--- src/rtl/fetch_unit.sv ---
// fetch_unit: instruction fetch stage with PC register, boot FSM, IF/ID register and fetch statistics
module fetch_unit #(
  parameter logic [31:0] RESET_PC  = 32'h00000000,
  parameter logic [31:0] NOP_INSTR = 32'h00000013
) (
  input  logic        clk,
  input  logic        reset,
  input  logic        stallF,
  input  logic        stallD,
  input  logic        flushD,
  input  logic        PCSrc_EX,
  input  logic [31:0] PCTarget_EX,
  output logic [31:0] imem_addr,
  input  logic [31:0] imem_rdata,
  output logic [31:0] instr_ID,
  output logic [31:0] PC_ID,
  output logic [31:0] PCplus4_ID,
  output logic        valid_ID,
  output logic        misalign_err,
  output logic [31:0] fetch_count,
  output logic [15:0] redirect_count
);
  typedef enum logic {BOOT, RUN} state_t;
  state_t state, state_nx;
  logic [31:0] pc_f, pc_next, pc_plus4;
  logic run, bubble, load;
  always_comb begin
    state_nx = RUN;
    run = state == RUN;
    pc_plus4 = pc_f + 32'd4;
    pc_next = PCSrc_EX ? {PCTarget_EX[31:2], 2'b00} : stallF ? pc_f : pc_plus4;
    imem_addr = run ? pc_next : pc_f;
    bubble = !run || flushD || PCSrc_EX;
    load = !bubble && !stallD;
  end
  always_ff @(posedge clk or negedge reset) begin
    if (!reset) state <= BOOT;
    else state <= state_nx;
  end
  always_ff @(posedge clk or negedge reset) begin
    if (!reset) pc_f <= RESET_PC;
    else if (run) pc_f <= pc_next;
  end
  // bubbles keep PC_ID/PCplus4_ID so downstream still sees the last real PC
  always_ff @(posedge clk or negedge reset) begin
    if (!reset) begin
      instr_ID   <= NOP_INSTR;
      PC_ID      <= 32'd0;
      PCplus4_ID <= 32'd0;
      valid_ID   <= 1'b0;
    end else if (bubble) begin
      instr_ID <= NOP_INSTR;
      valid_ID <= 1'b0;
    end else if (load) begin
      instr_ID   <= imem_rdata;
      PC_ID      <= pc_f;
      PCplus4_ID <= pc_plus4;
      valid_ID   <= 1'b1;
    end
  end
  always_ff @(posedge clk or negedge reset) begin
    if (!reset) begin
      misalign_err   <= 1'b0;
      fetch_count    <= 32'd0;
      redirect_count <= 16'd0;
    end else begin
      misalign_err   <= misalign_err | (run & PCSrc_EX & |PCTarget_EX[1:0]);
      fetch_count    <= fetch_count + {31'd0, load};
      redirect_count <= (run && PCSrc_EX && redirect_count != 16'hFFFF) ? redirect_count + 16'd1 : redirect_count;
    end
  end
endmodule

--- config.mk ---
export PLATFORM = sky130hd
export DESIGN_NAME = fetch_unit
export DESIGN_NICKNAME = d
export VERILOG_FILES = /design/src/rtl/fetch_unit.sv
export SDC_FILE = /design/constraint.sdc
export NUM_CORES = 1
export LEC_CHECK = 0
export CAP_MARGIN = 15
export CORE_ASPECT_RATIO = 1.25
export CORE_UTILIZATION = 51
export DETAILED_ROUTE_END_ITERATION = 12
export HOLD_SLACK_MARGIN = 0.03
export PLACE_DENSITY = 0.86
export SLEW_MARGIN = 20
export SYNTH_ARGS = -nofsm -noshare
export SYNTH_HDL_FRONTEND = slang
export SYNTH_SLANG_ARGS = --single-unit
export TNS_END_PERCENT = 1
--- constraint.sdc ---
create_clock -name clk -period 6.6 [get_ports clk]
set_input_delay 0.66 -clock clk [delete_from_list [all_inputs] [get_ports clk]]
set_output_delay 0.66 -clock clk [all_outputs]
set_load 0.05 [all_outputs]
==> out/metrics.cfg, run 1 <==
[run_status]
status = complete, no violations

[die]
core_sq_mm = 0.0155
rows = 51
boundaryPins = 248
start_util_pct = 51.9
fp.dieArea_sq_mm = 0.0163
fp.dieH_microns = 142
dieWidth_microns = 114

[sta]
min_period_over_period_pct = 70.4
skew_ps = 7.48
setup_tns_ps = 0
finalHoldWorstSlack_ps = 333
finalHoldViolations = 0
maxSlewHeadroom_pct = 28.1
rsz0062_at_grt = no
worstMarginPinSlew_ps = 1080
fin_crit_ps = 4650
setup_slack_ps = 1950
drv_slew = 0
max_clock_freq_mhz = 215
setup_viol_count_final = 0

[clocking]
numCtsBuffers = 17
tritoncts_num_sinks = 177
clkTransAtPathRegs_ps = 70
cts_tree = done
post-cts-setup-buffers = 0
post_cts_resized = 0
cts_root_buf = clkbuf_16
htreeDepth = 4
clk_latency_ps = 430
hold_buffers = 0
cts.path.max_buffers = 2

[logic_synthesis]
ys_seq_elements = 177
yosysSeqAreaShare_pct = 55.1
synthesis.area_sq_mm = 0.00805
yosys_warnings = 0
async_flop_share_pct = 100
synth_top_area_share_pct = 54.1
synth.distinct_cells = 62
ys_top_cells_by_area = dfrtp_1 54%, nand2_1 7.6%, xnor2_1 5.3%
synth_edf_count = 0
syn_avg_cell_area_sq_um = 9.99
syn_inst = 806
yosys_most_used_dff = dfrtp_1
syn-num-nets = 881
yosys.area.top_type = dfrtp_1

[power]
combPwrFrac_pct = 32.5
clkPwrFrac_pct = 28.2
p_leak_uw = 0.00478
finalPower_uw = 3500
power_density_mw_per_mm2 = 312
p_switching_uw = 1350
seqPwrFrac_pct = 39.3
peakVddDrop_v = 0.000281
switching_share_pct = 38.5
p_int_uw = 2150

[critical_path]
start_kind = input port
endpoint_kind = primary output
crit_arrival_ps = 3990
critPathMaxFanout = 14
worst-setup-path-type = in2out
required_ps = 5940

[final_layout]
antennaDiodeCount = 0
fin_nets = 1101
drive_gt1_share_pct = 5.68
synthToLayoutAreaGrowth_pct = 39.1
final_cell_mix = 246 x clkdlybuf4s50_1, 174 x dfrtp_1, 164 x nand2_1, 49 x xnor2_1, 46 x o21ai_0
fin_cells = 1251
layout_commonest_cell = clkdlybuf4s50_1

[detailed_routing]
drtIter0Drc = 619
wl_per_cell_microns = 18.0
drtPass1Iterations = 6
avgViaCountPerCell = 5.62
totalWireLength_microns = 22600
post-route-drc-count = 0
vias = 7029
final_antenna_net_count = 0

[grt]
use_met1_pct = 33.7
antenna_found_initial = 0
first_global_vias = 6859
grt_pass1_wl_microns = 35400
met3_usage_pct = 8.39
top_usage_layer = met2
grt_use_total_pct = 28.4
use_met2_pct = 47.6
overflow = 0
grt_max_degree = 100

[placed_design]
gp_congestion = 0.877
pre_cts_slack_ps = 2040
numPortBuffers = 247
dp_hpwl_microns = 15800
dp_cells = 1218

[hold_path]
hold_class = in2async

[job]
cap_violations = 0

-- per-layer routing --
metal / part of all wire [%] / vias up
li1: - / 3255
met5: 0 / -
met4: 3.0 / 0
met1: 39 / 3407
met3: 8.0 / 56
met2: 50 / 311
-- synthesized netlist by cell type (8+ instances only) --
cell type and count:
nor4_1 14, nand2_1 164, and3_1 10, xor2_1 25, nand3_1 36, o21ai_0 46, inv_1 8, nor2_1 41
nand4_1 18, buf_2 16, clkbuf_1 24, a21oi_1 16, dfrtp_1 174, xnor2_1 49, a22oi_1 8, nor3_1 26
a22o_1 32
-- sequential cells by signal (all words and copies together), names as in the netlist --
| register | cells |
|---|---|
| PC_ID | 32 |
| fetch_count | 32 |
| instr_ID | 32 |
| pc_f | 32 |
| PCplus4_ID | 30 |
| redirect_count | 16 |
| misalign_err | 1 |
| run | 1 |
| valid_ID | 1 |
-- layout make-up --
type,count,area [sq um]
well taps,212,265
flip-flops and latches,177,4430
repair buffers,253,2540
clock buffers,19,453
multi-input cells,566,3340
clock inverters,13,125
fillers,1144,4310
inverters,11,41.3
-- path summary, 6_finish.rpt --
check | cells after the start | startpoint | slack, ps | to
worst min register to register | 2 | pc_f[0]$_DFF_PN0_ | 460 | PC_ID[0]$_DFFE_PN0P_
worst max register to register | 10 | run$_DFF_PN0_ | 3250 | fetch_count[28]$_DFF_PN0_
min in group clk | 2 | pc_f[0]$_DFF_PN0_ | 460 | PC_ID[0]$_DFFE_PN0P_
worst max-delay path | 7 | stallF | 1950 | imem_addr[22]
max in group asynchronous | 3 | reset | 5070 | PC_ID[31]$_DFFE_PN0P_
worst min-delay path | 1 | reset | 330 | fetch_count[21]$_DFF_PN0_
-- worst max-delay path: stages --
cell and delay [ps]:
clkdlybuf4s50_1 690, and4b_1 390, nand3_1 380, or2_2 500, or3_1 320, a21oi_1 170, clkdlybuf4s50_1 850
-- power groups by stage --
stage | Sequential, uW | Combinational (uW) | Clock, uW
floorplan | 1760 | 316 | 0
global placement | 1380 | 1120 | 0
detailed placement | 1390 | 1140 | 0
CTS | 1370 | 1140 | 1000
global route | 1390 | 1190 | 1040
finish | 1370 | 1140 | 988
-- kinds of logic (layout without fill, tap and decap cells) --
kind of cell | Yosys count | in the layout | share of synthesized area (%)
xor gates and xnor gates | 74 | 74 | 8.05
buffers and inverters | 63 | 296 | 3.47
and+or+nand+nor | 344 | 344 | 20.5
DFF | 177 | 177 | 55.1
muxes | 2 | 2 | 0.264
other | 1 | 1 | 0.0466
adders and majority gates | 5 | 5 | 0.777
AOI/OAI and AO/OA | 140 | 140 | 11.8
-- stage by stage --
step | instance area, sq um | util [%]
4_1_cts | 11200 | 72.0
2_1_floorplan | 8050 | -
5_1_grt | 11200 | 72.2
3_3_place_gp | 10600 | 68.3
6_report | 11200 | 72.2
3_5_place_dp | 10600 | 68.3
Note: power is estimated with default switching activity, not from simulation.
==> run 2, diff against run 1 <==
- CORE_UTILIZATION: 51 -> 43
- PLACE_DENSITY: 0.86 -> 0.77
- clock period: 6.6 -> 4.1 ns (I/O delays scaled with it)
==> run 2 against run 1 <==
Against the previous run: final area grew 1.8%; hold slack gained 140 ps; total power grew 62%; sequential cell count is the same; global-route usage shrank 3.9 points; register-to-register slack lost 1800 ps; clock skew grew 4.2 ps; utilization shrank 9.7 points; critical path type is now reg2out; largest power group unchanged.
==> out/metrics.cfg, run 2 (same netlist as run 1, synthesis figures left out) <==
[final_layout]
fin_nets = 1108  ; +0.64%
drive_gt1_share_pct = 8.13  ; +2.4 points
fillers = 1497  ; +31%
final_cell_mix = 224 x clkdlybuf4s50_1, 174 x dfrtp_1, 164 x nand2_1, 49 x xnor2_1, 46 x o21ai_0
antennaDiodeCount = 0  ; unchanged
layout_commonest_cell = clkdlybuf4s50_1
synthToLayoutAreaGrowth_pct = 41.6

[power]
p_int_uw = 3500  ; +63%
clkPwrFrac_pct = 27.7  ; -0.5 points
peakVddDrop_v = 0.000409  ; +45%
p_leak_uw = 0.00488  ; +2.2%
seqPwrFrac_pct = 39.0  ; -0.3 points
finalPower_uw = 5670  ; +62%
p_switching_uw = 2170  ; +61%
power_density_mw_per_mm2 = 498  ; +59%
switching_share_pct = 38.3  ; -0.28 points
combPwrFrac_pct = 33.2  ; +0.7 points

[detailed_routing]
wl_met2_microns = 11200  ; -0.40%
totalWireLength_microns = 23100  ; +2.2%
final_antenna_net_count = 0  ; unchanged
met1Wirelength_microns = 9600  ; +8.8%
wl_per_cell_microns = 18.1  ; +0.32%
post-route-drc-count = 0  ; unchanged
avgViaCountPerCell = 5.43  ; -3.3%
top_layer_used = met5
drtPass1Iterations = 5  ; -1
drtIter0Drc = 426  ; -31%
vias = 6921  ; -1.5%
wl_met3_microns = 1650  ; -8.4%

[run_status]
status = complete, no violations

[grt]
overflow = 0  ; unchanged
antenna_found_initial = 1  ; +1
grt_pass1_wl_microns = 37300  ; +5.4%
grt_use_total_pct = 24.4  ; -3.9 points
first_global_vias = 6935  ; +1.1%
grt_max_degree = 98  ; -2.0%

[hold_path]
hold_class = reg2reg

[die]
boundaryPins = 248  ; unchanged
fp.dieH_microns = 155  ; +8.8%
start_util_pct = 44.1  ; -7.8 points
dieWidth_microns = 124  ; +8.7%
core_sq_mm = 0.0182  ; +18%
rows = 55  ; +7.8%
fp.dieArea_sq_mm = 0.0193  ; +18%

[critical_path]
required_ps = 3690  ; -2250 ps
crit_arrival_ps = 3040  ; -950 ps
critPathMaxFanout = 10  ; -4
start_kind = register
endpoint_kind = primary output
worst-r2r-setup-slack_ps = 1470  ; -1780 ps
worst-setup-path-type = reg2out

[placed_design]
numPortBuffers = 247  ; unchanged
gp_congestion = 0.854  ; -2.7%
dp_hpwl_microns = 16500  ; +4.7%

[sta]
fin_crit_ps = 3450
drv_slew = 0  ; unchanged
finalHoldViolations = 0  ; unchanged
setup_viol_count_final = 0  ; unchanged
max_clock_freq_mhz = 290
maxSlewHeadroom_pct = 26.7  ; -1.5 points
finalHoldWorstSlack_ps = 469  ; +135 ps
setup_tns_ps = 0  ; unchanged
skew_ps = 11.7  ; +4.24 ps
worstMarginPinSlew_ps = 1100  ; +22.3 ps
rsz0062_at_grt = no
min_period_over_period_pct = 84.1

[clocking]
cts.path.max_buffers = 2  ; unchanged
clkTransAtPathRegs_ps = 70  ; about the same
cts_tree = done
numCtsBuffers = 17  ; unchanged
tritoncts_num_sinks = 177  ; unchanged
cts_root_buf = clkbuf_16
clk_latency_ps = 430  ; about the same
htreeDepth = 4  ; unchanged

[job]
cap_violations = 0  ; unchanged

## run 2: cell types whose count changed in the layout (fill, tap and decap cells not counted), sizes merged
cell	change
clkdlybuf4s50	-22
inv	-3
clkinvlp	+2
clkbuf	+2
buf	+28
clkinv	-1
dlygate4sd3	+1
## run 2: worst paths after layout
check                                   from                        end  depth (start not counted)
max                        pc_f[2]$_DFF_PN0_              imem_addr[22]                          8
max in group asynchronous              reset    instr_ID[1]$_DFFE_PN1P_                          3
min reg2reg                pc_f[0]$_DFF_PN0_       PC_ID[0]$_DFFE_PN0P_                          2
min                        pc_f[0]$_DFF_PN0_       PC_ID[0]$_DFFE_PN0P_                          2
min in group asynchronous              reset  fetch_count[26]$_DFF_PN0_                          2
max reg2reg                    run$_DFF_PN0_  fetch_count[26]$_DFF_PN0_                          9
## run 2: per-layer routing
layer | vias to the layer above | track usage (%)
li1 | 3275 | -
met1 | 3333 | 30.4
met2 | 268 | 40.5
met3 | 43 | 6.84
met4 | 2 | 9.29
met5 | - | 0
## run 2: critical path, cell delays in order (launching register included)
cell and delay, ps:
dfrtp_1 440, ha_1 370, and4b_1 270, nand3_1 110
buf_4 210, or2_2 350, or3_1 320, a21oi_1 350
buf_12 190
## run 2: layout make-up
type / count / area [sq um] / share of cell area, %
sequential: 177 / 4430 / 38.9
inverter: 11 / 41.3 / 0.362
clock buffer: 21 / 460 / 4.04
tap: 228 / 285 / 2.50
clock inverter: 11 / 104 / 0.911
multi-input combinational: 566 / 3340 / 29.3
timing repair buffer: 260 / 2730 / 24.0
## run 2: power groups by stage
stage	logic (uW)	registers, uW	clock network [uW]
2_1_floorplan	509	2840	0
3_3_place_gp	1880	2230	0
3_5_place_dp	1890	2240	0
4_1_cts	1900	2210	1600
5_1_grt	1980	2250	1680
6_report	1890	2210	1570
## run 2: per-stage QoR
step           instances  setup WS, ps  utilization [%]  instance area [sq um]
4_1_cts             1274           647             62.5                  11400
5_1_grt             1274           462             62.5                  11400
3_5_place_dp        1241           875             59.3                  10800
6_report            1274           651             62.5                  11400
2_1_floorplan        806           519                -                   8050
3_3_place_gp        1241           908             59.3                  10800
## run 2: what timing repair did
action | CTS | global route
hold buffers | 1 | 0
gates resized for setup | 0 | 0
endpoints found under the hold margin | 7 | 0
setup buffers | 0 | 0
